[config.mk]
export PLATFORM = sky130hd
export DESIGN_NAME = led_scroll_engine
export DESIGN_NICKNAME = d
export VERILOG_FILES = /design/src/rtl/led_scroll_engine.sv
export SDC_FILE = /design/constraint.sdc
export NUM_CORES = 1
export LEC_CHECK = 0
export ABC_AREA = 1
export BUFFER_PORTS_ARGS = -buffer_cell sky130_fd_sc_hd__buf_2
export CELL_PAD_IN_SITES_DETAIL_PLACEMENT = 2
export CELL_PAD_IN_SITES_GLOBAL_PLACEMENT = 2
export CORE_MARGIN = 3
export CORE_UTILIZATION = 35
export CTS_CLUSTER_SIZE = 12
export DETAILED_ROUTE_END_ITERATION = 6
export PLACE_DENSITY = 0.82
export SYNTH_ARGS = -nofsm -noshare
export SYNTH_HDL_FRONTEND = slang
export SYNTH_SLANG_ARGS = --single-unit
[constraint.sdc]
create_clock -name clk_fpga -period 4.3 [get_ports clk_fpga]
set_input_delay 0.215 -clock clk_fpga [delete_from_list [all_inputs] [get_ports clk_fpga]]
set_output_delay 0.215 -clock clk_fpga [all_outputs]
set_load 0.02 [all_outputs]
[src/rtl/led_scroll_engine.sv]
// led_scroll_engine: parametrised LED scroller with internal step divider, four patterns and mirroring.
// Optional PWM dimming of the LED bank is enabled with macro LED_SCROLL_DIM_EN.
module led_scroll_engine #(
  parameter int WIDTH    = 16,
  parameter int CLK_HZ   = 100000000,
  parameter int STEP_HZ  = 10,
  parameter int DIM_DUTY = 8
) (
  input  logic             clk_fpga,
  input  logic             reset,
  input  logic             enable,
  input  logic [1:0]       mode,
  input  logic             dir,
  output logic [WIDTH-1:0] led,
  output logic             step,
  output logic             wrap
);
  typedef enum logic [1:0] {DARK_WALK, LIT_WALK, BOUNCE, FILL} mode_t;
  localparam int DIV = CLK_HZ / STEP_HZ;
  localparam int DW = DIV > 1 ? $clog2(DIV) : 1;
  localparam logic [WIDTH-1:0] ONE = WIDTH'(1);
  mode_t            mode_q;
  logic [WIDTH-1:0] pattern, pattern_next, seq_next, start, shl1, oriented;
  logic [DW-1:0]    divider;
  logic             bounce_up, bounce_next, tick, mode_chg, wrap_c, dim_on;
  function automatic logic [WIDTH-1:0] rev(input logic [WIDTH-1:0] v);
    for (int i = 0; i < WIDTH; i++) rev[i] = v[WIDTH-1-i];
  endfunction
  always_comb begin
    mode_chg = mode != mode_q;
    tick = enable && divider == DW'(DIV - 1);
    start = mode_t'(mode) == DARK_WALK ? ~ONE : mode_t'(mode) == FILL ? '0 : ONE;
    shl1 = {pattern[WIDTH-2:0], 1'b1};
    seq_next = shl1;
    wrap_c = 1'b0;
    bounce_next = bounce_up;
    case (mode_q)
      DARK_WALK: begin
        wrap_c = &pattern;
        seq_next = wrap_c ? ~ONE : shl1;
      end
      LIT_WALK: begin
        wrap_c = ~|pattern;
        seq_next = wrap_c ? ONE : pattern << 1;
      end
      BOUNCE: begin
        // direction flips on the tick that lands on an end bit, so ends are shown once
        seq_next = bounce_up ? pattern << 1 : pattern >> 1;
        bounce_next = bounce_up ? !seq_next[WIDTH-1] : seq_next[0];
        wrap_c = !bounce_up && seq_next[0];
      end
      default: begin
        wrap_c = &pattern;
        seq_next = wrap_c ? '0 : shl1;
      end
    endcase
    pattern_next = mode_chg ? start : tick ? seq_next : pattern;
    oriented = dir ? rev(pattern_next) : pattern_next;
  end
`ifdef LED_SCROLL_DIM_EN
  logic [3:0] pwm_cnt;
  always_ff @(posedge clk_fpga or posedge reset)
    if (reset) pwm_cnt <= '0;
    else pwm_cnt <= pwm_cnt + 4'd1;
  assign dim_on = 32'(pwm_cnt) < DIM_DUTY;
`else
  // DIM_DUTY is a non-negative slot count, so the bank is always fully on here
  assign dim_on = DIM_DUTY >= 0;
`endif
  always_ff @(posedge clk_fpga or posedge reset) begin
    if (reset) begin
      mode_q <= DARK_WALK;
      pattern <= ~ONE;
      divider <= '0;
      bounce_up <= 1'b1;
      led <= ~ONE;
      step <= 1'b0;
      wrap <= 1'b0;
    end else begin
      mode_q <= mode_t'(mode);
      pattern <= pattern_next;
      divider <= (mode_chg || !enable || tick) ? '0 : divider + DW'(1);
      bounce_up <= mode_chg ? 1'b1 : tick ? bounce_next : bounce_up;
      led <= oriented & {WIDTH{dim_on}};
      step <= tick && !mode_chg;
      wrap <= tick && !mode_chg && wrap_c;
    end
  end
endmodule
==> key figures <==
Clock network
  • Skew-Pair Late Insertion Delay: 0.35 ns
  • CTS Root Cell: clkbuf_8
  • Post_cts resized: 0
  • CTS tree: built
  • H-tree levels: 3
  • Setup bufs post-CTS: 0
  • CTS Hold Buffers Added: 0
  • CTS Sinks: 61
  • Reg clk slew, reported paths: 0.07 ns
  • Clk buf depth: 2
  • CTS Buf Count: 9

STA
  • Max Fclk: 450 MHz
  • Max Transition Viols Final: 0
  • Clk_skew: 0.0121 ns
  • Worst-margin pin slew: 0.824 ns
  • Setup-failing EPs final: 0
  • Min cycle time layout: 2.22 ns
  • Rel. slew slack: 45.1%
  • TNS Setup: 0 ns
  • Final hold vios: 0
  • Tcrit/Tclk final: 51.7%
  • Unrepaired setup endpoints after global routing: false

Finish
  • Share of cells above drive strength 1: 18.2%
  • Fin util: 40.2%
  • Final-stage net count: 544
  • Synth-to-Final Area Change: 11.1%
  • Multi-input logic area: 1880 sq um
  • Sequential cell area: 1570 sq um
  • Filler instances: 1261
  • Fin area: 4190 sq um
  • Antenna diodes: 0

Synth
  • Cell with the most instances after synthesis: nand2_1
  • Post-Synth Adder-Cell Area: 1.99%
  • Top post-synthesis cells by count: 161 x nand2_1, 57 x nor2_1, 53 x inv_1
  • Yosys cell types: 34
  • Synth Instances: 515
  • Mux contribution to synthesized area: 0%
  • Synth Cell Area: 3770 sq um
  • Syn avg cell area: 7.32 sq um
  • Syn Nets: 527
  • Simple logic cell fraction of the synthesized area: 33.0%
  • Sequential area share after synthesis: 41.5%
  • Yosys warning count: 0
  • Largest family of logic cells by synthesized area: simple AND/OR/NAND/NOR gates
  • Post-synth EDFFs: 0
  • Synth Area in Compound Gates: 11.2%
  • Largest cells by area after synthesis: dfstp_2 22%, dfrtp_1 20%, nand2_1 16%
  • Synth Register Bits: 61
  • Synth area leader: dfstp_2
  • FFs w/ async S/R, synth: 100%
  • XOR/XNOR share of the synthesized area: 3.48%
  • Area share of the largest cell type after synthesis: 21.6%
  • Top FF cell, synth: dfstp_2

Drt
  • Routed wire per std cell: 19.3 microns
  • ANT nets after route: 0
  • 1st-pass router iterations: 4
  • Vias/cell: 5.32
  • Vias: 3578
  • Number of remaining DRC errors: 0
  • Detailed Route WL: 13000 microns
  • Starting DRC count in detailed routing: 186

Floorplanning
  • Die Y: 110 microns
  • Core footprint: 10400 sq um
  • Die Wd: 110 microns
  • Die area: 12100 sq um
  • FP Rows: 37
  • Initial cell density of the core: 36.2%
  • Io pins: 24

Worst setup path
  • CP endpoint kind: flop
  • Critical Path AT: 2.50 ns
  • Most used cell, CP: nand2_1
  • CP max-delay cell: nand2_1
  • Cell Chain, Critical Path: inv_1 > nand2_1 > a21oi_2 > inv_2 > nand2_1 > o21ai_0 > inv_1 > nand2_1 > nand2_1 > nand2_1
  • Crit path largest cell delay: 0.48 ns
  • Worst Path Required: 4.57 ns
  • CP Max Fanout: 15
  • Critical path class: flop to flop
  • Crit start category: flop
  • R2r setup slk: 2.08 ns

Pwr
  • Leakage: 1.84 nW
  • Worst vdd ir: 193 uV
  • Total Power: 1.49 mW
  • Power per cell area: 355 nW/um^2

Global routing
  • Met1 usage: 34.4%
  • Total gr overflow: 0
  • First-pass GRT wire length: 21600 microns
  • Initial antenna violation count: 0
  • Grt met3 use: 3.23%
  • Gr usage total: 23.3%
  • GR peak layer: met2
  • Met2 Use GR: 36.0%
  • Vias in the first global route: 3843
  • Largest net degree at the start of global routing: 62

Job
  • Max Cap Violations: 0

Outcome
  • Outcome: finished, final reports clean

Placement
  • Cell Area, Placed: 3970 sq um
  • RePlAce Congestion: 0.826
  • Port buffer count: 23
  • Post-DP HPWL: 8710 microns

Worst hold path
  • Hold WC Path Type: input port to flop
-- metrics by stage --
step | setup WS, ns | hold WS [ns] | std cells
4_1_cts | 2.08 | 0.00330 | 673
6_report | 2.08 | 0.0104 | 673
5_1_grt | 1.86 | 0.00339 | 673
3_5_place_dp | 2.07 | 0.362 | 657
3_3_place_gp | 2.22 | 0.361 | 657
2_1_floorplan | 2.60 | 0.246 | 515
-- worst paths after layout --
check | from | to | cells after the start
worst max-delay path | mode_q[1]$_DFF_PP0_ | led[8]$_DFF_PP1_ | 10
worst min-delay path | mode[1] | mode_q[1]$_DFF_PP0_ | 1
worst max register to register | mode_q[1]$_DFF_PP0_ | led[8]$_DFF_PP1_ | 10
worst min register to register | divider[0]$_DFF_PP0_ | divider[0]$_DFF_PP0_ | 1
max in group asynchronous | reset | divider[8]$_DFF_PP0_ | 3
min in group asynchronous | reset | led[0]$_DFF_PP0_ | 3
-- cell usage in the layout, fill, tap and decap left out, types with 2 or more instances in the layout --
cell / n
nand2_2: 14
clkbuf_8: 11
nand4_1: 14
a21oi_1: 6
o21ai_1: 10
ha_1: 6
nor2_2: 3
xor2_1: 8
dfstp_2: 31
nand2_4: 2
nand2_1: 161
nor2_1: 57
inv_1: 52
inv_2: 2
clkinv_1: 6
o21ai_0: 23
clkbuf_1: 2
xnor2_1: 7
nand3_1: 15
buf_2: 23
buf_4: 2
dfrtp_1: 30
nor3_1: 10
nor4_1: 3
nor2_4: 3
o211ai_1: 26
-- power breakdown --
part	internal [mW]	switching, mW	leakage [nW]	total [mW]
logic	0.0646	0.167	0.995	0.231
registers	0.628	0.0415	0.734	0.669
clock network	0.336	0.249	0.108	0.585
total	1.03	0.457	1.84	1.49
-- flip-flops by register name (all words and copies together), names as in the netlist --
register,cells
divider,24
led,16
pattern,16
mode_q,2
bounce_up,1
step,1
wrap,1
-- layer usage --
metal  up-vias  routed length (microns)
li1       1678                        -
met1      1833                     6390
met2        61                     6070
met3         6                      416
met4         0                       89
met5         -                        0
-- worst max-delay path, delay by kind of cell (launching register included) --
family | cells | cell delay [ns]
AOI/OAI and AO/OA | 2 | 0.55
buffers and inverters | 3 | 0.35
DFF | 1 | 0.42
and+or+nand+nor | 5 | 0.84
-- cell families after synthesis --
logic type	count (synthesis)
adder cells (fa/ha/maj)	6
AND/OR/NAND/NOR	285
XOR/XNOR	15
flip-flops	61
buffers and inverters	79
AO/OA/AOI/OAI	69
-- cell type report --
| class | count | area share (%) |
|---|---|---|
| multi-input cells | 375 | 44.8 |
| flip-flops and latches | 61 | 37.4 |
| inverters | 60 | 5.38 |
| clock buffers | 14 | 4.39 |
| well taps | 136 | 4.06 |
| repair buffers | 25 | 3.11 |
| clock inverters | 2 | 0.896 |
(Power assumes the default switching activity.)
